File: src/rtl/oled_spi_pkg.sv
// oled_spi_pkg
//   Shared definitions for the OLED SPI arbiter slice.
//   - SPI_BYTE_W  : width of one SPI transfer
//   - arb_state_t : arbiter FSM state encoding (also exported on state_dbg)
package oled_spi_pkg;

  localparam int SPI_BYTE_W = 8;

  typedef enum logic [2:0] {
    IDLE = 3'd0,
    SEND = 3'd1,
    WAIT = 3'd2,
    DONE = 3'd3,
    HOLD = 3'd4
  } arb_state_t;

endpackage

File: src/rtl/oled_arb_picker.sv
// oled_arb_picker
//   Combinational winner selection among eligible requesters.
//   Configuration macro: OLED_SPI_ARB_RR_EN
//     defined   : round robin, search starts at ptr+1 (mod NUM_REQ)
//     undefined : fixed priority, lowest eligible index wins (ptr unused)
// Ports:
//   elig    in  NUM_REQ  eligible requesters
//   ptr     in  PW       index of the most recent IDLE winner
//   win     out NUM_REQ  one-hot winner, zero when nothing is eligible
//   win_idx out PW       binary index of the winner
module oled_arb_picker #(
  parameter int NUM_REQ = 3,
  parameter int PW      = $clog2(NUM_REQ)
) (
  input  logic [NUM_REQ-1:0] elig,
  input  logic [PW-1:0]      ptr,
  output logic [NUM_REQ-1:0] win,
  output logic [PW-1:0]      win_idx
);

  logic found;

`ifdef OLED_SPI_ARB_RR_EN
  int j;

  always_comb begin
    win     = '0;
    win_idx = '0;
    found   = 1'b0;
    j       = 0;
    // Walk NUM_REQ slots starting just after the previous winner.
    for (int k = 1; k <= NUM_REQ; k++) begin
      j = (int'(ptr) + k) % NUM_REQ;
      if (!found && elig[PW'(j)]) begin
        found           = 1'b1;
        win[PW'(j)]     = 1'b1;
        win_idx         = PW'(j);
      end
    end
  end
`else
  logic unused_ptr;
  assign unused_ptr = ^ptr;

  always_comb begin
    win     = '0;
    win_idx = '0;
    found   = 1'b0;
    for (int k = 0; k < NUM_REQ; k++) begin
      if (!found && elig[k]) begin
        found   = 1'b1;
        win[k]  = 1'b1;
        win_idx = PW'(k);
      end
    end
  end
`endif

endmodule

File: src/rtl/oled_spi_arbiter.sv
// oled_spi_arbiter
//   Registered arbiter sharing one byte-wide SPI master between NUM_REQ
//   requesters (index 0 = init sequencer). Supports burst locking, optional
//   round-robin fairness and a watchdog on spi_send_done.
//   Configuration macro: OLED_SPI_ARB_RR_EN (round robin when defined,
//   fixed lowest-index priority otherwise).
// Handshake: a requester holds req/req_dc/req_data/req_lock stable from
//   assertion until the edge that ends its byte_done cycle, then advances
//   to its next byte or drops req; spi_send is a one-cycle start strobe and
//   spi_send_done a one-cycle completion strobe honoured only in WAIT.
// Ports:
//   clk, reset             clock (SPI domain), async active-high reset
//   init_done              low: only requester 0 may win arbitration
//   req/req_lock/req_dc    per-requester request, burst lock, D/C bit
//   req_data               byte i at [8i+7:8i]
//   grant, byte_done       current owner, per-owner completion pulse
//   spi_send/spi_data/dc   towards the SPI master
//   spi_send_done          completion pulse from the SPI master
//   timeout_err            sticky watchdog flag
//   state_dbg              current FSM state
module oled_spi_arbiter
  import oled_spi_pkg::*;
#(
  parameter int NUM_REQ     = 3,
  parameter int TIMEOUT_CYC = 1024
) (
  input  logic                    clk,
  input  logic                    reset,
  input  logic                    init_done,
  input  logic [NUM_REQ-1:0]      req,
  input  logic [NUM_REQ-1:0]      req_lock,
  input  logic [NUM_REQ-1:0]      req_dc,
  input  logic [8*NUM_REQ-1:0]    req_data,
  output logic [NUM_REQ-1:0]      grant,
  output logic [NUM_REQ-1:0]      byte_done,
  output logic                    spi_send,
  output logic [SPI_BYTE_W-1:0]   spi_data,
  output logic                    dc,
  input  logic                    spi_send_done,
  output logic                    timeout_err,
  output arb_state_t              state_dbg
);

  localparam int PW  = $clog2(NUM_REQ);
  localparam int WDW = $clog2(TIMEOUT_CYC + 1);

  arb_state_t           state;
  logic [NUM_REQ-1:0]   elig;
  logic [NUM_REQ-1:0]   pick_win;
  logic [PW-1:0]        pick_idx;
  logic [PW-1:0]        owner;
  logic [PW-1:0]        ptr;
  logic [WDW-1:0]       wdog;
  logic [SPI_BYTE_W-1:0] req_bytes [NUM_REQ];

  assign state_dbg = state;

  // Before init completes only the init sequencer competes.
  assign elig = req & (init_done ? {NUM_REQ{1'b1}} : NUM_REQ'(1));

  always_comb begin
    for (int k = 0; k < NUM_REQ; k++) begin
      req_bytes[k] = req_data[k*SPI_BYTE_W +: SPI_BYTE_W];
    end
  end

`ifdef OLED_SPI_ARB_RR_EN
  always_ff @(posedge clk or posedge reset) begin
    if (reset) begin
      ptr <= PW'(NUM_REQ - 1);
    end else if (state == IDLE && (|elig)) begin
      ptr <= pick_idx;
    end
  end
`else
  assign ptr = PW'(NUM_REQ - 1);
`endif

  oled_arb_picker #(
    .NUM_REQ (NUM_REQ),
    .PW      (PW)
  ) u_picker (
    .elig    (elig),
    .ptr     (ptr),
    .win     (pick_win),
    .win_idx (pick_idx)
  );

  always_ff @(posedge clk or posedge reset) begin
    if (reset) begin
      state       <= IDLE;
      grant       <= '0;
      byte_done   <= '0;
      spi_send    <= 1'b0;
      spi_data    <= '0;
      dc          <= 1'b0;
      timeout_err <= 1'b0;
      wdog        <= '0;
      owner       <= '0;
    end else begin
      byte_done <= '0;
      spi_send  <= 1'b0;
      case (state)
        IDLE: begin
          if (|elig) begin
            spi_data <= req_bytes[pick_idx];
            dc       <= req_dc[pick_idx];
            grant    <= pick_win;
            owner    <= pick_idx;
            spi_send <= 1'b1;
            state    <= SEND;
          end
        end
        SEND: begin
          wdog  <= '0;
          state <= WAIT;
        end
        WAIT: begin
          if (spi_send_done) begin
            byte_done <= grant;
            state     <= DONE;
          end else if (wdog == WDW'(TIMEOUT_CYC - 1)) begin
            // This is the TIMEOUT_CYC-th WAIT cycle without completion.
            timeout_err <= 1'b1;
            grant       <= '0;
            state       <= IDLE;
          end else begin
            wdog <= wdog + 1'b1;
          end
        end
        DONE: begin
          if (req_lock[owner]) begin
            state <= HOLD;
          end else begin
            grant <= '0;
            state <= IDLE;
          end
        end
        HOLD: begin
          // A held grant bypasses the init_done mask.
          if (req[owner]) begin
            spi_data <= req_bytes[owner];
            dc       <= req_dc[owner];
            spi_send <= 1'b1;
            state    <= SEND;
          end else if (!req_lock[owner]) begin
            grant <= '0;
            state <= IDLE;
          end
        end
        default: begin
          grant <= '0;
          state <= IDLE;
        end
      endcase
    end
  end

endmodule

File: config.mk
export PLATFORM = sky130hd
export DESIGN_NAME = oled_spi_arbiter
export DESIGN_NICKNAME = d
export VERILOG_FILES = /design/src/rtl/oled_spi_pkg.sv /design/src/rtl/oled_arb_picker.sv /design/src/rtl/oled_spi_arbiter.sv
export SDC_FILE = /design/constraint.sdc
export NUM_CORES = 1
export LEC_CHECK = 0
export CAP_MARGIN = 20
export CORE_UTILIZATION = 47
export CTS_CLUSTER_SIZE = 10
export DETAILED_ROUTE_END_ITERATION = 8
export PLACE_DENSITY = 0.8
export SYNTH_ARGS = -nofsm -noshare
export SYNTH_HDL_FRONTEND = slang
export SYNTH_SLANG_ARGS = --single-unit
File: constraint.sdc
create_clock -name clk -period 2.1 [get_ports clk]
set_clock_uncertainty 0.2 [all_clocks]
set_input_delay 0.42 -clock clk [delete_from_list [all_inputs] [get_ports clk]]
set_output_delay 0.42 -clock clk [all_outputs]
set_load 0.01 [all_outputs]
Yosys cells after proc, flatten, opt, wreduce, memory -nomap -nowiden --
Cells that the tools add are included.
Word-level totals: word-level logic and storage cells 93, input port bits 37, flip-flop bits (word level) 33
Cells by class: add/subtract/negate cells 1, order comparisons 4, bitwise operators 5, mux-type cells 47, reduce and logical (&&, ||, !) cells 14, equality and inequality tests 13
Operator list (number):
- 8-bit 2-to-1 mux | 6
- 3-bit 2-to-1 mux | 13
- 8-bit binary-select mux with 2-bit select | 2
- 3-bit case mux with 5 select lines | 2
- 11-bit 2-to-1 mux | 2
- 11-bit case mux with 2 select lines | 1
- 8-bit case mux with 2 select lines | 1
- 1-bit 2-to-1 mux | 13
- 2-bit != test, second input constant | 6
- 3-bit AND reduction | 4
- 11-bit by 1-bit adder with 11-bit output, second input constant | 1
- 11-bit by 10-bit == test with 1-bit output, second input constant | 1
- 1-bit binary-select mux with 2-bit select | 4
- 3-bit by 2-bit == test with 1-bit output, second input constant | 2
- 3-bit >= comparator, second input constant | 2
- 2-bit by 3-bit less-than comparator with 1-bit output, second input constant | 2
- 3-bit != test, second input constant | 2
- 2-bit NOT with 3-bit output | 2
- 5-bit AND reduction | 1
- 1-bit case mux with 2 select lines | 2
- 2-bit nonzero test | 2
- 3-bit bitwise AND | 1
- 3-bit by 1-bit == test with 1-bit output, second input constant | 1
- 3-bit == test, second input constant | 1
- other kinds (7) | 10

Logic depth before layout (Yosys ltp) --
Gate-level depths: netlist (run 1).
depth in word-level cells 15, mapped depth 7, depth with buffers taken out 6

By module --
From an unflattened synthesis (run 1), not the netlist that was laid out.
Second synthesis, totals: cells, all modules 233, area total of the unflattened synthesis 2183.3 um^2
By module, submodules not included:
- oled_spi_arbiter | instances 1, cells an instance 228, area each 2142.1 um^2
- oled_arb_picker | instances 1, cells an instance 5, area each 41.3 um^2

Least setup slack after synthesis (run 1) --
OpenSTA, ideal clock, no wires.
path type reg2reg, from reg state[2], in the netlist state_dbg[2], to reg wdog[9], period minus slack after synthesis 2004 ps, data arrival time 1675 ps, path slack 96 ps, cell stages (with the launch flop) 7, path through dfrtp_1 > buf_6 > or4b_4 > nand2b_4 > nor4_2 > xnor2_1 > nor2_1
On the way: cells in the longest elaborated chain, start to end 3, elaborated cells between the ends (all ways) 7, classes of those cells eq/ne (4); mux (1); reduce/logical (2)
Ends and longest elaborated chain:
- start, declared | line oled_spi_arbiter.sv:47 | arb_state_t state;
- start signal, assigned | line oled_spi_arbiter.sv:91 | state <= IDLE;
- start signal, assigned | line oled_spi_arbiter.sv:111 | state <= SEND;
- start signal, assigned | line oled_spi_arbiter.sv:116 | state <= WAIT;
- 3-bit by 2-bit == test with 1-bit output or 3-bit by 1-bit == test with 1-bit output (tied branches) | line oled_spi_arbiter.sv:103 | case (state)
- 2-bit != test (no line) or 2-bit nonzero test (tied branches)
- 3-bit AND reduction (no line)
- end signal, assigned | line oled_spi_arbiter.sv:128 | wdog <= wdog + 1'b1;
- end, declared | line oled_spi_arbiter.sv:53 | logic [WDW-1:0] wdog;
Several ways; a longest one is shown, not always the timed one. A chain may end at the register's enable or synchronous reset.

Final worst setup path (run 1) --
from reg state[1], in the netlist state_dbg[1], to out state_dbg[1]
RTL lines:
- end, declared | line oled_spi_arbiter.sv:41 | output arb_state_t state_dbg
No word-level cell between the ends.

==> results of run 1 <==
## state kept, by name, summed over array words and instances, names as in the netlist
signal and flops:
byte_done 3, dc 1, grant 3, owner 2, spi_data 8, spi_send 1, state_dbg 3, timeout_err 1
wdog 11
## per-layer routing
layer	global-route usage [%]	share of wire, %	up-vias
met5	0	0	-
met4	9.51	1.9	0
met3	4.86	5.3	11
met2	36.6	46	61
met1	33.9	46	887
li1	-	-	897
## worst max-delay path, delay by kind of cell (launching register included)
kind | cells | cell delay [ns]
DFF | 1 | 0.42
buffers and inverters | 2 | 0.73
## kinds of logic after synthesis
logic type,Yosys count
AND/OR/NAND/NOR,67
AO/OA/AOI/OAI,65
flip-flops,33
buffers and inverters,18
multiplexers,12
XOR/XNOR,4
adder cells (fa/ha/maj),1
## Yosys cell counts (6+ instances only)
cell	number
sky130_fd_sc_hd__clkbuf_1	6
sky130_fd_sc_hd__mux2i_1	12
sky130_fd_sc_hd__nand3_1	6
sky130_fd_sc_hd__a221o_1	9
sky130_fd_sc_hd__inv_1	6
sky130_fd_sc_hd__nand2_1	13
sky130_fd_sc_hd__o21ai_0	22
sky130_fd_sc_hd__and2_1	8
sky130_fd_sc_hd__nor2_1	17
sky130_fd_sc_hd__a21oi_1	11
sky130_fd_sc_hd__a22oi_1	9
sky130_fd_sc_hd__dfrtp_1	33
## power groups by stage
stage | Clock, mW | Sequential [mW] | Combinational [mW]
floorplan | 0 | 0.993 | 0.665
global placement | 0 | 0.974 | 1.31
detailed placement | 0 | 0.981 | 1.34
CTS | 0.537 | 0.973 | 1.35
global route | 0.567 | 0.995 | 1.46
finish | 0.528 | 0.974 | 1.34
## stage by stage
step	total power [mW]	utilization [%]
after global routing	3.02	73.4
after floorplan	1.66	-
after global placement	2.28	70.4
after detailed placement	2.32	70.4
final	2.84	73.4
after CTS	2.86	73.1
## cell type report
type                       count  area share, %
tap                           48           2.17
clock inverter                 1          0.181
timing repair buffer          80           27.2
multi-input combinational    149           36.3
inverter                       6          0.814
sequential                    33           29.9
clock buffer                   7           3.48
## worst paths after layout
kind | slack, ns | from | end | cells past startpoint
min | 0.28 | timeout_err | timeout_err | 1
max in group asynchronous | 1.08 | reset | owner[1] | 3
min reg2reg | 0.28 | timeout_err | timeout_err | 1
max | 0.05 | state_dbg[1] | state_dbg[1] | 2
max reg2reg | 0.13 | state_dbg[0] | wdog[9] | 5
min in group asynchronous | 0.33 | reset | spi_data[5] | 3
==> impl_results.html, run 1 <==
<table>
<tr><th>Metric</th><th>Value</th></tr>
<tr><th colspan="2">Outcome</th></tr>
<tr><td>Status</td><td>finished, final reports clean</td></tr>
<tr><th colspan="2">Setup path</th></tr>
<tr><td>Setup Crit Path Kind</td><td>flip-flop to output port</td></tr>
<tr><td>CP startpoint kind</td><td>flip-flop</td></tr>
<tr><td>Chain of cells forming the critical path</td><td>buf_4 -&gt; clkdlybuf4s50_1</td></tr>
<tr><td>Slowest CP cell</td><td>sky130_fd_sc_hd__clkdlybuf4s50_1</td></tr>
<tr><td>Crit-path max FO</td><td>8</td></tr>
<tr><td>Arrival time of the worst setup path</td><td>1.43 ns</td></tr>
<tr><td>Type of destination of the critical path</td><td>output port</td></tr>
<tr><td>Crit-path max cell delay</td><td>0.54 ns</td></tr>
<tr><td>Required time of the worst setup path</td><td>1.48 ns</td></tr>
<tr><th colspan="2">Synthesis</th></tr>
<tr><td>Top post-synthesis cells by area</td><td>sky130_fd_sc_hd__dfrtp_1, sky130_fd_sc_hd__mux2i_1, sky130_fd_sc_hd__o21ai_0</td></tr>
<tr><td>Proportion of netlist area held by the largest area contributor</td><td>43.6%</td></tr>
<tr><td>Area share of fa/ha/maj cells after synthesis</td><td>0.661%</td></tr>
<tr><td>Synth warnings</td><td>0</td></tr>
<tr><td>Combinational family with the most area after synthesis</td><td>compound AO/OA/AOI/OAI gates</td></tr>
<tr><td>Cell taking the most area after synthesis</td><td>sky130_fd_sc_hd__dfrtp_1</td></tr>
<tr><td>Synth Area per Inst</td><td>9.47 um2</td></tr>
<tr><td>Instance count of the mapped netlist</td><td>200</td></tr>
<tr><td>Synthesized-area fraction occupied by and/or/nand/nor cells</td><td>19.7%</td></tr>
<tr><td>Post-synthesis cell type count</td><td>45</td></tr>
<tr><td>Synthesized-area fraction occupied by ao, oa, aoi and oai cells</td><td>23.6%</td></tr>
<tr><td>Multiplexer area fraction after synthesis</td><td>6.34%</td></tr>
<tr><td>Prevailing post-synth register cell</td><td>sky130_fd_sc_hd__dfrtp_1</td></tr>
<tr><td>Net Count, Synth</td><td>238</td></tr>
<tr><td>Synthesized-area fraction occupied by xor and xnor cells</td><td>1.85%</td></tr>
<tr><td>Mapped cell area</td><td>0.00189 mm2</td></tr>
<tr><td>Flops &amp; latches, synth</td><td>33</td></tr>
<tr><td>Share of flip-flops with an asynchronous set or reset</td><td>100%</td></tr>
<tr><td>Share of the yosys chip area belonging to registers</td><td>43.6%</td></tr>
<tr><td>Number of flops mapped to enable cells by yosys</td><td>0</td></tr>
<tr><th colspan="2">Global route</th></tr>
<tr><td>Global route overflow</td><td>0</td></tr>
<tr><td>Initial antenna violation count</td><td>0</td></tr>
<tr><td>Global-route wire length before repair</td><td>7760 um</td></tr>
<tr><td>Number of global-route vias before repair</td><td>1655</td></tr>
<tr><td>Overall track demand over capacity in global routing</td><td>24.2%</td></tr>
<tr><td>Pin count of the biggest net entering global routing</td><td>34</td></tr>
<tr><th colspan="2">Layout</th></tr>
<tr><td>Total number of nets in the final design</td><td>313</td></tr>
<tr><td>Final-layout fill cell count</td><td>301</td></tr>
<tr><td>Post-synthesis to final-layout area growth</td><td>46.0%</td></tr>
<tr><td>Most common cell after layout, fill and taps aside</td><td>sky130_fd_sc_hd__clkdlybuf4s50_1</td></tr>
<tr><td>Number of cells in the finished layout apart from fillers</td><td>324</td></tr>
<tr><td>Layout cell share with drive strength beyond 1</td><td>14.5%</td></tr>
<tr><td>Sequential cell area</td><td>826 um2</td></tr>
<tr><td>Cell area after layout</td><td>0.00277 mm2</td></tr>
<tr><td>Area used by multi-input combinational logic</td><td>0.00100 mm2</td></tr>
<tr><td>Diode insertion count for antenna repair</td><td>0</td></tr>
<tr><td>Leading cell types in the layout, fill and taps excluded</td><td>sky130_fd_sc_hd__clkdlybuf4s50_1, sky130_fd_sc_hd__dfrtp_1, sky130_fd_sc_hd__buf_4</td></tr>
<tr><th colspan="2">Pwr</th></tr>
<tr><td>Switching power</td><td>1.01 mW</td></tr>
<tr><td>Portion of total power attributed to the clock network</td><td>18.6%</td></tr>
<tr><td>Switching portion of total power</td><td>35.7%</td></tr>
<tr><td>LEAKAGE</td><td>1.15 nW</td></tr>
<tr><td>Max IR drop VDD</td><td>595 uV</td></tr>
<tr><td>Cell internal pwr</td><td>1.83 mW</td></tr>
<tr><td>Power density normalized to cell area</td><td>1030 mW/mm2</td></tr>
<tr><td>Reg power frac</td><td>34.2%</td></tr>
<tr><td>Combinational fraction of design power</td><td>47.2%</td></tr>
<tr><th colspan="2">Placement</th></tr>
<tr><td>Number of buffer cells added on primary ports</td><td>56</td></tr>
<tr><td>Dpl cells</td><td>316</td></tr>
<tr><td>Placed Instance Area</td><td>0.00266 mm2</td></tr>
<tr><td>Dpl hpwl</td><td>3610 um</td></tr>
<tr><td>Routability-driven placement congestion ratio</td><td>0.836</td></tr>
<tr><td>Worst setup slack after placement</td><td>-0.235 ns</td></tr>
<tr><th colspan="2">Floorplanning</th></tr>
<tr><td>Number of placement rows</td><td>22</td></tr>
<tr><td>Starting density of the core</td><td>50.2%</td></tr>
<tr><td>Number of top-level pins</td><td>57</td></tr>
<tr><td>Die Y-Extent</td><td>65.5 um</td></tr>
<tr><td>Overall die area</td><td>0.00429 mm2</td></tr>
<tr><td>Die Wd</td><td>65.5 um</td></tr>
<tr><td>CORE AREA</td><td>0.00377 mm2</td></tr>
<tr><th colspan="2">Drt</th></tr>
<tr><td>First drt pass iteration count</td><td>4</td></tr>
<tr><td>Remaining DRCs</td><td>0</td></tr>
<tr><td>Average vias per placed instance</td><td>5.73</td></tr>
<tr><td>Via Count</td><td>1856</td></tr>
<tr><td>ANT nets after route</td><td>0</td></tr>
<tr><td>Initial DRC Count</td><td>97</td></tr>
<tr><td>Average wire length per cell after detail routing</td><td>14.6 um</td></tr>
<tr><td>Total wire length after detailed routing</td><td>4740 um</td></tr>
<tr><th colspan="2">Timing</th></tr>
<tr><td>Worst rel slew slack</td><td>69.1%</td></tr>
<tr><td># setup viols final</td><td>0</td></tr>
<tr><td>Pins Over Slew Limit</td><td>0</td></tr>
<tr><td>Worst-case setup margin in the final layout</td><td>0.0513 ns</td></tr>
<tr><td>Post-Route Setup TNS</td><td>0 ns</td></tr>
<tr><td>Part of the cycle the worst path needs</td><td>97.6%</td></tr>
<tr><td>Unrepaired setup endpoints after global routing</td><td>true</td></tr>
<tr><td>Final Hold Vio Count</td><td>0</td></tr>
<tr><td>Pin slew with the least headroom to its limit</td><td>0.457 ns</td></tr>
<tr><td>Worst Hold Margin</td><td>0.275 ns</td></tr>
<tr><td>Final critical-path required period</td><td>2.05 ns</td></tr>
<tr><td>Achievable clock frequency</td><td>488 MHz</td></tr>
<tr><th colspan="2">CTS</th></tr>
<tr><td>Worst skew pair latency</td><td>0.29 ns</td></tr>
<tr><td>Number of levels the H-tree was split into</td><td>2</td></tr>
<tr><td>Clock tree from TritonCTS</td><td>done</td></tr>
<tr><td>Total CTS buffers</td><td>5</td></tr>
<tr><td>Number of buffers inserted for hold repair after clock tree synthesis</td><td>0</td></tr>
<tr><td>CTS Sinks</td><td>33</td></tr>
<tr><td>Register clock-pin slew on the reported worst setup and hold paths</td><td>0.07 ns</td></tr>
<tr><td>Count of cells resized by post-cts repair</td><td>0</td></tr>
<tr><td>Clock root buffer</td><td>sky130_fd_sc_hd__clkbuf_8</td></tr>
<tr><td>Number of buffers on the longest clock path</td><td>2</td></tr>
<tr><td>Number of buffers inserted to repair setup after CTS</td><td>0</td></tr>
<tr><th colspan="2">Flow run</th></tr>
<tr><td>Max Cap Violations</td><td>0</td></tr>
<tr><th colspan="2">Worst hold path</th></tr>
<tr><td>Class of the worst hold path</td><td>flip-flop to flip-flop</td></tr>
</table>
Note: power is estimated with default switching activity, not from simulation.
==> inputs of run 2 (changes only) <==
--- a/config.mk
+++ b/config.mk
@@ -6,10 +6,10 @@
 export NUM_CORES = 1
 export LEC_CHECK = 0
 export CAP_MARGIN = 20
-export CORE_UTILIZATION = 47
+export CORE_UTILIZATION = 42
 export CTS_CLUSTER_SIZE = 10
 export DETAILED_ROUTE_END_ITERATION = 8
-export PLACE_DENSITY = 0.8
+export PLACE_DENSITY = 0.76
 export SYNTH_ARGS = -nofsm -noshare
 export SYNTH_HDL_FRONTEND = slang
 export SYNTH_SLANG_ARGS = --single-unit
==> constraint.sdc (replaced) <==
create_clock -name clk -period 1.65 [get_ports clk]
set_clock_uncertainty 0.2 [all_clocks]
set_input_delay 0.33 -clock clk [delete_from_list [all_inputs] [get_ports clk]]
set_output_delay 0.33 -clock clk [all_outputs]
set_load 0.01 [all_outputs]
==> run 2 against run 1 <==
Against the previous run:
- critical path depth rose by 4
- non-clock buffer count increased by 34
- sequential cell count is the same
- sequential power is 23% higher
- combinational power increased by 66%
- the run now ends with negative setup slack left
- final area up 20%
- die area increased by 12%
- power up 43%
- setup slack lost 0.35 ns
==> impl_results.html, run 2 (synthesis results as in run 1) <==
<table>
<tr><th>Metric</th><th>Value</th></tr>
<tr><th colspan="2">Floorplanning</th></tr>
<tr><td>CORE AREA</td><td>0.00435 mm2 (+15%)</td></tr>
<tr><td>Number of top-level pins</td><td>57 (unchanged)</td></tr>
<tr><td>Overall die area</td><td>0.00478 mm2 (+12%)</td></tr>
<tr><td>Die Wd</td><td>69.2 um (+5.6%)</td></tr>
<tr><td>Number of placement rows</td><td>24 (+9.1%)</td></tr>
<tr><td>Starting density of the core</td><td>43.5% (-6.7 points)</td></tr>
<tr><td>Die Y-Extent</td><td>69.2 um (+5.6%)</td></tr>
<tr><th colspan="2">Drt</th></tr>
<tr><td>ANT nets after route</td><td>0 (unchanged)</td></tr>
<tr><td>Initial DRC Count</td><td>128 (+32%)</td></tr>
<tr><td>Via Count</td><td>2071 (+12%)</td></tr>
<tr><td>First drt pass iteration count</td><td>4 (unchanged)</td></tr>
<tr><td>Total wire length after detailed routing</td><td>6180 um (+30%)</td></tr>
<tr><td>Remaining DRCs</td><td>0 (unchanged)</td></tr>
<tr><td>Average wire length per cell after detail routing</td><td>17.1 um (+17%)</td></tr>
<tr><td>Average vias per placed instance</td><td>5.74 (+0.15%)</td></tr>
<tr><th colspan="2">Layout</th></tr>
<tr><td>Post-synthesis to final-layout area growth</td><td>74.9%</td></tr>
<tr><td>Final-layout fill cell count</td><td>285 (-5.3%)</td></tr>
<tr><td>Leading cell types in the layout, fill and taps excluded</td><td>sky130_fd_sc_hd__buf_4, sky130_fd_sc_hd__dfrtp_1, sky130_fd_sc_hd__clkdlybuf4s50_1</td></tr>
<tr><td>Cell area after layout</td><td>0.00331 mm2 (+20%)</td></tr>
<tr><td>Diode insertion count for antenna repair</td><td>0 (unchanged)</td></tr>
<tr><td>Layout cell share with drive strength beyond 1</td><td>35.0% (+20 points)</td></tr>
<tr><td>Biggest registers after layout</td><td>wdog (11), spi_data (8)</td></tr>
<tr><td>Max FFs per register</td><td>11 (unchanged)</td></tr>
<tr><td>Most common cell after layout, fill and taps aside</td><td>sky130_fd_sc_hd__buf_4</td></tr>
<tr><td>Total number of nets in the final design</td><td>347 (+11%)</td></tr>
<tr><td>Register name with the most flops</td><td>wdog</td></tr>
<tr><th colspan="2">Timing</th></tr>
<tr><td>Pin slew with the least headroom to its limit</td><td>0.425 ns (-0.0328 ns)</td></tr>
<tr><td>Part of the cycle the worst path needs</td><td>118%</td></tr>
<tr><td>Unrepaired setup endpoints after global routing</td><td>true</td></tr>
<tr><td>Achievable clock frequency</td><td>512 MHz</td></tr>
<tr><td>Worst-case setup margin in the final layout</td><td>-0.302 ns (-0.353 ns)</td></tr>
<tr><td>Worst rel slew slack</td><td>71.4% (+2.3 points)</td></tr>
<tr><td>Final Hold Vio Count</td><td>0 (unchanged)</td></tr>
<tr><td>Post-Route Setup TNS</td><td>-4.85 ns (-4.85 ns)</td></tr>
<tr><td>Final critical-path required period</td><td>1.95 ns</td></tr>
<tr><td>Pins Over Slew Limit</td><td>0 (unchanged)</td></tr>
<tr><td>Worst Hold Margin</td><td>0.187 ns (-0.0886 ns)</td></tr>
<tr><td># setup viols final</td><td>28 (+28)</td></tr>
<tr><th colspan="2">Global route</th></tr>
<tr><td>Global-route wire length before repair</td><td>9310 um (+20%)</td></tr>
<tr><td>Global route overflow</td><td>0 (unchanged)</td></tr>
<tr><td>Overall track demand over capacity in global routing</td><td>24.3% (+0.038 points)</td></tr>
<tr><td>Pin count of the biggest net entering global routing</td><td>34 (unchanged)</td></tr>
<tr><td>Initial antenna violation count</td><td>0 (unchanged)</td></tr>
<tr><td>Number of global-route vias before repair</td><td>2044 (+24%)</td></tr>
<tr><th colspan="2">Outcome</th></tr>
<tr><td>Status</td><td>finished with violations</td></tr>
<tr><td>Violations in the final reports</td><td>negative setup slack</td></tr>
<tr><th colspan="2">Pwr</th></tr>
<tr><td>Portion of total power attributed to the clock network</td><td>15.5% (-3.1 points)</td></tr>
<tr><td>Reg power frac</td><td>29.5% (-4.7 points)</td></tr>
<tr><td>Power density normalized to cell area</td><td>1230 mW/mm2 (+19%)</td></tr>
<tr><td>Combinational fraction of design power</td><td>55.0% (+7.8 points)</td></tr>
<tr><td>Cell internal pwr</td><td>2.54 mW (+39%)</td></tr>
<tr><td>Switching portion of total power</td><td>37.6% (+1.9 points)</td></tr>
<tr><td>LEAKAGE</td><td>1.51 nW (+31%)</td></tr>
<tr><td>Max IR drop VDD</td><td>711 uV (+20%)</td></tr>
<tr><td>Switching power</td><td>1.52 mW (+50%)</td></tr>
<tr><th colspan="2">CTS</th></tr>
<tr><td>CTS Sinks</td><td>33 (unchanged)</td></tr>
<tr><td>Clock tree from TritonCTS</td><td>done</td></tr>
<tr><td>Number of levels the H-tree was split into</td><td>2 (unchanged)</td></tr>
<tr><td>Clock root buffer</td><td>sky130_fd_sc_hd__clkbuf_8</td></tr>
<tr><td>Number of buffers on the longest clock path</td><td>2 (unchanged)</td></tr>
<tr><td>Total CTS buffers</td><td>5 (unchanged)</td></tr>
<tr><td>Worst skew pair latency</td><td>0.29 ns (about the same)</td></tr>
<tr><td>Register clock-pin slew on the reported worst setup and hold paths</td><td>0.07 ns (about the same)</td></tr>
<tr><th colspan="2">Placement</th></tr>
<tr><td>Placed Instance Area</td><td>0.00293 mm2 (+10%)</td></tr>
<tr><td>Dpl hpwl</td><td>3900 um (+8.0%)</td></tr>
<tr><td>Routability-driven placement congestion ratio</td><td>0.823 (-1.6%)</td></tr>
<tr><td>Number of buffer cells added on primary ports</td><td>56 (unchanged)</td></tr>
<tr><th colspan="2">Setup path</th></tr>
<tr><td>Setup Crit Path Kind</td><td>flip-flop to flip-flop</td></tr>
<tr><td>Arrival time of the worst setup path</td><td>1.91 ns (+0.48 ns)</td></tr>
<tr><td>CP startpoint kind</td><td>flip-flop</td></tr>
<tr><td>Type of destination of the critical path</td><td>flip-flop</td></tr>
<tr><td>Required time of the worst setup path</td><td>1.61 ns (+0.13 ns)</td></tr>
<tr><td>Crit-path max FO</td><td>4 (-4)</td></tr>
<tr><th colspan="2">Worst hold path</th></tr>
<tr><td>Class of the worst hold path</td><td>input pin to async pin</td></tr>
<tr><th colspan="2">Flow run</th></tr>
<tr><td>Max Cap Violations</td><td>0 (unchanged)</td></tr>
</table>
## run 2: changes by cell type in the layout (fill, tap and decap cells not counted), moves of 7 or more
cell	previous run	this run
sky130_fd_sc_hd__o21ai_2	0	7
sky130_fd_sc_hd__o21ai_0	22	10
sky130_fd_sc_hd__buf_6	0	10
sky130_fd_sc_hd__clkdlybuf4s50_1	56	31
sky130_fd_sc_hd__dlygate4sd2_1	0	20
sky130_fd_sc_hd__buf_4	23	41
## run 2: final timing paths
check	slack (ns)	cells past startpoint	start	to
max	-0.30	6	state_dbg[2]	wdog[6]
min	0.19	3	reset	spi_data[5]
max reg2reg	-0.30	6	state_dbg[2]	wdog[6]
min reg2reg	0.32	2	spi_data[4]	spi_data[4]
max in group asynchronous	0.88	3	reset	grant[2]
min in group clk	0.32	2	spi_data[4]	spi_data[4]
## run 2: critical path, stage by stage (launching register included)
cell and delay [ns]:
sky130_fd_sc_hd__dfrtp_1 0.40, sky130_fd_sc_hd__or4b_4 0.58, sky130_fd_sc_hd__a31oi_4 0.23, sky130_fd_sc_hd__buf_6 0.15
sky130_fd_sc_hd__nand2_1 0.05, sky130_fd_sc_hd__o21ai_1 0.13, sky130_fd_sc_hd__a21oi_1 0.09
## run 2: repair_timing
action,4_1_cts,5_1_grt
buffers inserted,7,3
resized for setup,59,29
hold buffers,0,0
pin swaps,11,19
cloned,0,2
setup endpoints to repair,51,34
## run 2: area by class of cell
type | instances | area [um2] | share of cell area, %
sequential | 33 | 826 | 24.9
tap | 52 | 65.1 | 1.96
inverter | 6 | 22.5 | 0.680
timing repair buffer | 114 | 1110 | 33.5
clock buffer | 7 | 86.3 | 2.61
multi-input combinational | 149 | 1200 | 36.3
## run 2: per-layer routing
layer	share of wire, %	GRT usage, %
met4	1.5	8.16
met3	2.7	4.68
met2	54	43.0
met1	42	29.2
met5	0	0
## run 2: power groups by stage
| stage | Sequential [mW] | Clock [mW] | Combinational, mW |
|---|---|---|---|
| 3_5_place_dp | 1.19 | 0 | 1.95 |
| 5_1_grt | 1.22 | 0.671 | 2.39 |
| 4_1_cts | 1.19 | 0.632 | 1.99 |
| 2_1_floorplan | 1.27 | 0 | 0.933 |
| 3_3_place_gp | 1.19 | 0 | 1.90 |
| 6_report | 1.20 | 0.629 | 2.23 |
## run 2: through the flow
stage	std cells	worst slack (ns)	power (mW)	util, %
2_1_floorplan	200	-0.336	2.20	-
3_3_place_gp	343	-0.588	3.09	67.3
3_5_place_dp	343	-0.622	3.14	67.3
4_1_cts	356	-0.244	3.81	72.4
5_1_grt	361	-0.338	4.28	76.1
6_report	361	-0.302	4.06	76.1
==> inputs of run 3 (changes only) <==
--- a/config.mk
+++ b/config.mk
@@ -7,9 +7,12 @@
 export LEC_CHECK = 0
 export CAP_MARGIN = 20
 export CORE_UTILIZATION = 42
+export CTS_CLUSTER_DIAMETER = 50
 export CTS_CLUSTER_SIZE = 10
 export DETAILED_ROUTE_END_ITERATION = 8
+export GPL_ROUTABILITY_DRIVEN = 0
 export PLACE_DENSITY = 0.76
+export SKIP_CTS_REPAIR_TIMING = 1
 export SYNTH_ARGS = -nofsm -noshare
 export SYNTH_HDL_FRONTEND = slang
 export SYNTH_SLANG_ARGS = --single-unit
==> run 3 against run 2 <==
Against the previous run:
- the flow still finishes with violations (negative setup slack)
- hold slack gained 0.0081 ns
- count of clock-buffer cells in the layout is the same
- final area down 1.7%
- clock power is 2% lower
- final cell count shrank 1.4%
- critical path depth decreased by 1
- critical endpoint is now wdog[5]
==> impl_results.html, run 3 (synthesis results as in run 1) <==
<table>
<tr><th>Metric</th><th>Value</th></tr>
<tr><th colspan="2">Drt</th></tr>
<tr><td>Remaining DRCs</td><td>0 (unchanged)</td></tr>
<tr><td>ANT nets after route</td><td>0 (unchanged)</td></tr>
<tr><td>Average wire length per cell after detail routing</td><td>15.9 um (-7.0%)</td></tr>
<tr><td>Total wire length after detailed routing</td><td>5670 um (-8.3%)</td></tr>
<tr><td>First drt pass iteration count</td><td>4 (unchanged)</td></tr>
<tr><td>Average vias per placed instance</td><td>5.70 (-0.65%)</td></tr>
<tr><td>Via Count</td><td>2029 (-2.0%)</td></tr>
<tr><td>Initial DRC Count</td><td>137 (+7.0%)</td></tr>
<tr><th colspan="2">CTS</th></tr>
<tr><td>Worst skew pair latency</td><td>0.28 ns (about the same)</td></tr>
<tr><td>Number of buffers on the longest clock path</td><td>2 (unchanged)</td></tr>
<tr><td>Total CTS buffers</td><td>5 (unchanged)</td></tr>
<tr><td>CTS Sinks</td><td>33 (unchanged)</td></tr>
<tr><td>Clock root buffer</td><td>sky130_fd_sc_hd__clkbuf_8</td></tr>
<tr><td>Register clock-pin slew on the reported worst setup and hold paths</td><td>0.07 ns (about the same)</td></tr>
<tr><td>Clock tree from TritonCTS</td><td>done</td></tr>
<tr><td>Number of levels the H-tree was split into</td><td>2 (unchanged)</td></tr>
<tr><th colspan="2">Layout</th></tr>
<tr><td>Leading cell types in the layout, fill and taps excluded</td><td>sky130_fd_sc_hd__buf_4, sky130_fd_sc_hd__dfrtp_1, sky130_fd_sc_hd__clkdlybuf4s50_1</td></tr>
<tr><td>Total number of nets in the final design</td><td>342 (-1.4%)</td></tr>
<tr><td>Post-synthesis to final-layout area growth</td><td>71.9%</td></tr>
<tr><td>Biggest registers after layout</td><td>wdog (11), spi_data (8)</td></tr>
<tr><td>Register name with the most flops</td><td>wdog</td></tr>
<tr><td>Layout cell share with drive strength beyond 1</td><td>30.6% (-4.4 points)</td></tr>
<tr><td>Cell area after layout</td><td>0.00326 mm2 (-1.7%)</td></tr>
<tr><td>Diode insertion count for antenna repair</td><td>0 (unchanged)</td></tr>
<tr><td>Max FFs per register</td><td>11 (unchanged)</td></tr>
<tr><td>Most common cell after layout, fill and taps aside</td><td>sky130_fd_sc_hd__buf_4</td></tr>
<tr><th colspan="2">Floorplanning</th></tr>
<tr><td>Number of top-level pins</td><td>57 (unchanged)</td></tr>
<tr><td>Die Y-Extent</td><td>69.2 um (unchanged)</td></tr>
<tr><td>Number of placement rows</td><td>24 (unchanged)</td></tr>
<tr><td>CORE AREA</td><td>0.00435 mm2 (unchanged)</td></tr>
<tr><td>Overall die area</td><td>0.00478 mm2 (unchanged)</td></tr>
<tr><td>Starting density of the core</td><td>43.5% (unchanged)</td></tr>
<tr><td>Die Wd</td><td>69.2 um (unchanged)</td></tr>
<tr><th colspan="2">Pwr</th></tr>
<tr><td>Power density normalized to cell area</td><td>1210 mW/mm2 (-1.4%)</td></tr>
<tr><td>Switching power</td><td>1.44 mW (-5.8%)</td></tr>
<tr><td>Portion of total power attributed to the clock network</td><td>15.7% (+0.2 points)</td></tr>
<tr><td>Combinational fraction of design power</td><td>54.2% (-0.8 points)</td></tr>
<tr><td>Reg power frac</td><td>30.2% (+0.7 points)</td></tr>
<tr><td>Switching portion of total power</td><td>36.5% (-1.0 points)</td></tr>
<tr><td>Max IR drop VDD</td><td>714 uV (+0.33%)</td></tr>
<tr><td>Cell internal pwr</td><td>2.50 mW (-1.5%)</td></tr>
<tr><td>LEAKAGE</td><td>1.63 nW (+7.9%)</td></tr>
<tr><th colspan="2">Global route</th></tr>
<tr><td>Global route overflow</td><td>0 (unchanged)</td></tr>
<tr><td>Overall track demand over capacity in global routing</td><td>22.3% (-1.9 points)</td></tr>
<tr><td>Number of global-route vias before repair</td><td>1935 (-5.3%)</td></tr>
<tr><td>Pin count of the biggest net entering global routing</td><td>34 (unchanged)</td></tr>
<tr><td>Global-route wire length before repair</td><td>8680 um (-6.7%)</td></tr>
<tr><td>Initial antenna violation count</td><td>0 (unchanged)</td></tr>
<tr><th colspan="2">Placement</th></tr>
<tr><td>Worst setup slack after placement</td><td>-0.622 ns (unchanged)</td></tr>
<tr><td>Placed Instance Area</td><td>0.00293 mm2 (unchanged)</td></tr>
<tr><td>Number of buffer cells added on primary ports</td><td>56 (unchanged)</td></tr>
<tr><td>Dpl hpwl</td><td>3900 um (unchanged)</td></tr>
<tr><th colspan="2">Timing</th></tr>
<tr><td>Worst Hold Margin</td><td>0.195 ns (+0.00812 ns)</td></tr>
<tr><td>Worst rel slew slack</td><td>75.1% (+3.7 points)</td></tr>
<tr><td>Post-Route Setup TNS</td><td>-4.27 ns (+0.578 ns)</td></tr>
<tr><td>Pin slew with the least headroom to its limit</td><td>0.370 ns (-0.0549 ns)</td></tr>
<tr><td>Achievable clock frequency</td><td>524 MHz (+2.2%)</td></tr>
<tr><td>Final critical-path required period</td><td>1.91 ns (-0.0428 ns)</td></tr>
<tr><td>Pins Over Slew Limit</td><td>0 (unchanged)</td></tr>
<tr><td>Final Hold Vio Count</td><td>0 (unchanged)</td></tr>
<tr><td># setup viols final</td><td>26 (-7.1%)</td></tr>
<tr><td>Part of the cycle the worst path needs</td><td>116% (-2.6 points)</td></tr>
<tr><td>Worst-case setup margin in the final layout</td><td>-0.259 ns (+0.0428 ns)</td></tr>
<tr><td>Unrepaired setup endpoints after global routing</td><td>true</td></tr>
<tr><th colspan="2">Setup path</th></tr>
<tr><td>Required time of the worst setup path</td><td>1.67 ns (+0.06 ns)</td></tr>
<tr><td>Register-to-Register Path Depth</td><td>5 (-1)</td></tr>
<tr><td>R2r endpoint</td><td>wdog[5]</td></tr>
<tr><td>CP startpoint kind</td><td>flip-flop</td></tr>
<tr><td>Type of destination of the critical path</td><td>flip-flop</td></tr>
<tr><td>Crit-path max FO</td><td>8 (+4)</td></tr>
<tr><td>Chain of cells forming the critical path</td><td>or4b_4 -&gt; a31oi_4 -&gt; nand4_1 -&gt; xor2_1 -&gt; nor2_1</td></tr>
<tr><td>Dominant delay contributor by cell family on the critical path</td><td>simple AND/OR/NAND/NOR gates</td></tr>
<tr><td>Worst reg-to-reg setup slack</td><td>-0.26 ns (+0.04 ns)</td></tr>
<tr><td>Setup Crit Path Kind</td><td>flip-flop to flip-flop</td></tr>
<tr><td>Slowest CP cell</td><td>sky130_fd_sc_hd__or4b_4</td></tr>
<tr><td>Arrival time of the worst setup path</td><td>1.93 ns (+0.02 ns)</td></tr>
<tr><td>Crit path buf inv count</td><td>0 (-1)</td></tr>
<tr><td>Crit-path max cell delay</td><td>0.57 ns (about the same)</td></tr>
<tr><td>Reg-to-reg critical path startpoint</td><td>state_dbg[2]</td></tr>
<tr><th colspan="2">Flow run</th></tr>
<tr><td>Max Cap Violations</td><td>0 (unchanged)</td></tr>
<tr><th colspan="2">Outcome</th></tr>
<tr><td>Violations in the final reports</td><td>negative setup slack</td></tr>
<tr><td>Status</td><td>finished with violations</td></tr>
<tr><th colspan="2">Worst hold path</th></tr>
<tr><td>Class of the worst hold path</td><td>input pin to async pin</td></tr>
</table>
==> run 3: cell count changes in the layout (fill, tap and decap cells not counted), moves of 2 or more <==
cell	before	now
sky130_fd_sc_hd__o21ai_0	10	13
sky130_fd_sc_hd__dlygate4sd2_1	20	0
sky130_fd_sc_hd__o21ai_2	7	5
sky130_fd_sc_hd__dlymetal6s2s_1	3	24
sky130_fd_sc_hd__nand3_1	3	6
sky130_fd_sc_hd__nand2_1	9	12
sky130_fd_sc_hd__nand3_2	3	0
sky130_fd_sc_hd__buf_6	10	5
sky130_fd_sc_hd__nand2_4	3	0
==> run 3: layer usage <==
layer / up-vias / share of wire, % / track usage [%]
li1: 960 / - / -
met1: 992 / 42 / 27.5
met2: 69 / 53 / 39.2
met3: 8 / 3.8 / 4.39
met4: 0 / 1.4 / 7.03
met5: - / 0 / 0
==> run 3: stage by stage <==
stage | std cells | util, % | total power [mW]
6_report | 356 | 74.8 | 3.93
5_1_grt | 356 | 74.8 | 4.18
3_5_place_dp | 343 | 67.3 | 3.14
2_1_floorplan | 200 | - | 2.20
3_3_place_gp | 343 | 67.3 | 3.09
4_1_cts | 350 | 69.3 | 3.77
==> run 3: power by group through the flow <==
| stage | registers [mW] | logic (mW) | clock network, mW |
|---|---|---|---|
| 2_1_floorplan | 1.27 | 0.933 | 0 |
| 3_3_place_gp | 1.19 | 1.90 | 0 |
| 3_5_place_dp | 1.19 | 1.95 | 0 |
| 4_1_cts | 1.18 | 1.96 | 0.632 |
| 5_1_grt | 1.22 | 2.29 | 0.669 |
| 6_report | 1.19 | 2.13 | 0.617 |
==> run 3: cell type report <==
class | count | area (um2)
Multi-Input combinational cell | 149 | 1140
Timing Repair Buffer | 109 | 1110
Fill cell | 298 | 1100
Sequential cell | 33 | 826
Clock buffer | 7 | 86.3
Tap cell | 52 | 65.1
Inverter | 6 | 22.5
==> run 3: worst max-delay path by stage <==
stage / depth (start not counted) / startpoint / end
4_1_cts: 3 / state_dbg[0] / state_dbg[0]
5_1_grt: 5 / state_dbg[2] / wdog[5]
6_report: 5 / state_dbg[2] / wdog[5]
2_1_floorplan: 6 / state_dbg[2] / wdog[9]
3_3_place_gp: 6 / spi_send_done / wdog[9]
3_5_place_dp: 6 / spi_send_done / wdog[9]
==> run 3: worst register-to-register path: cells and delay by family, from the launching register on <==
family,cells,cell delay [ns]
and+or+nand+nor,3,0.83
DFF,1,0.38
AOI/OAI and AO/OA,1,0.27
xor gates and xnor gates,1,0.16
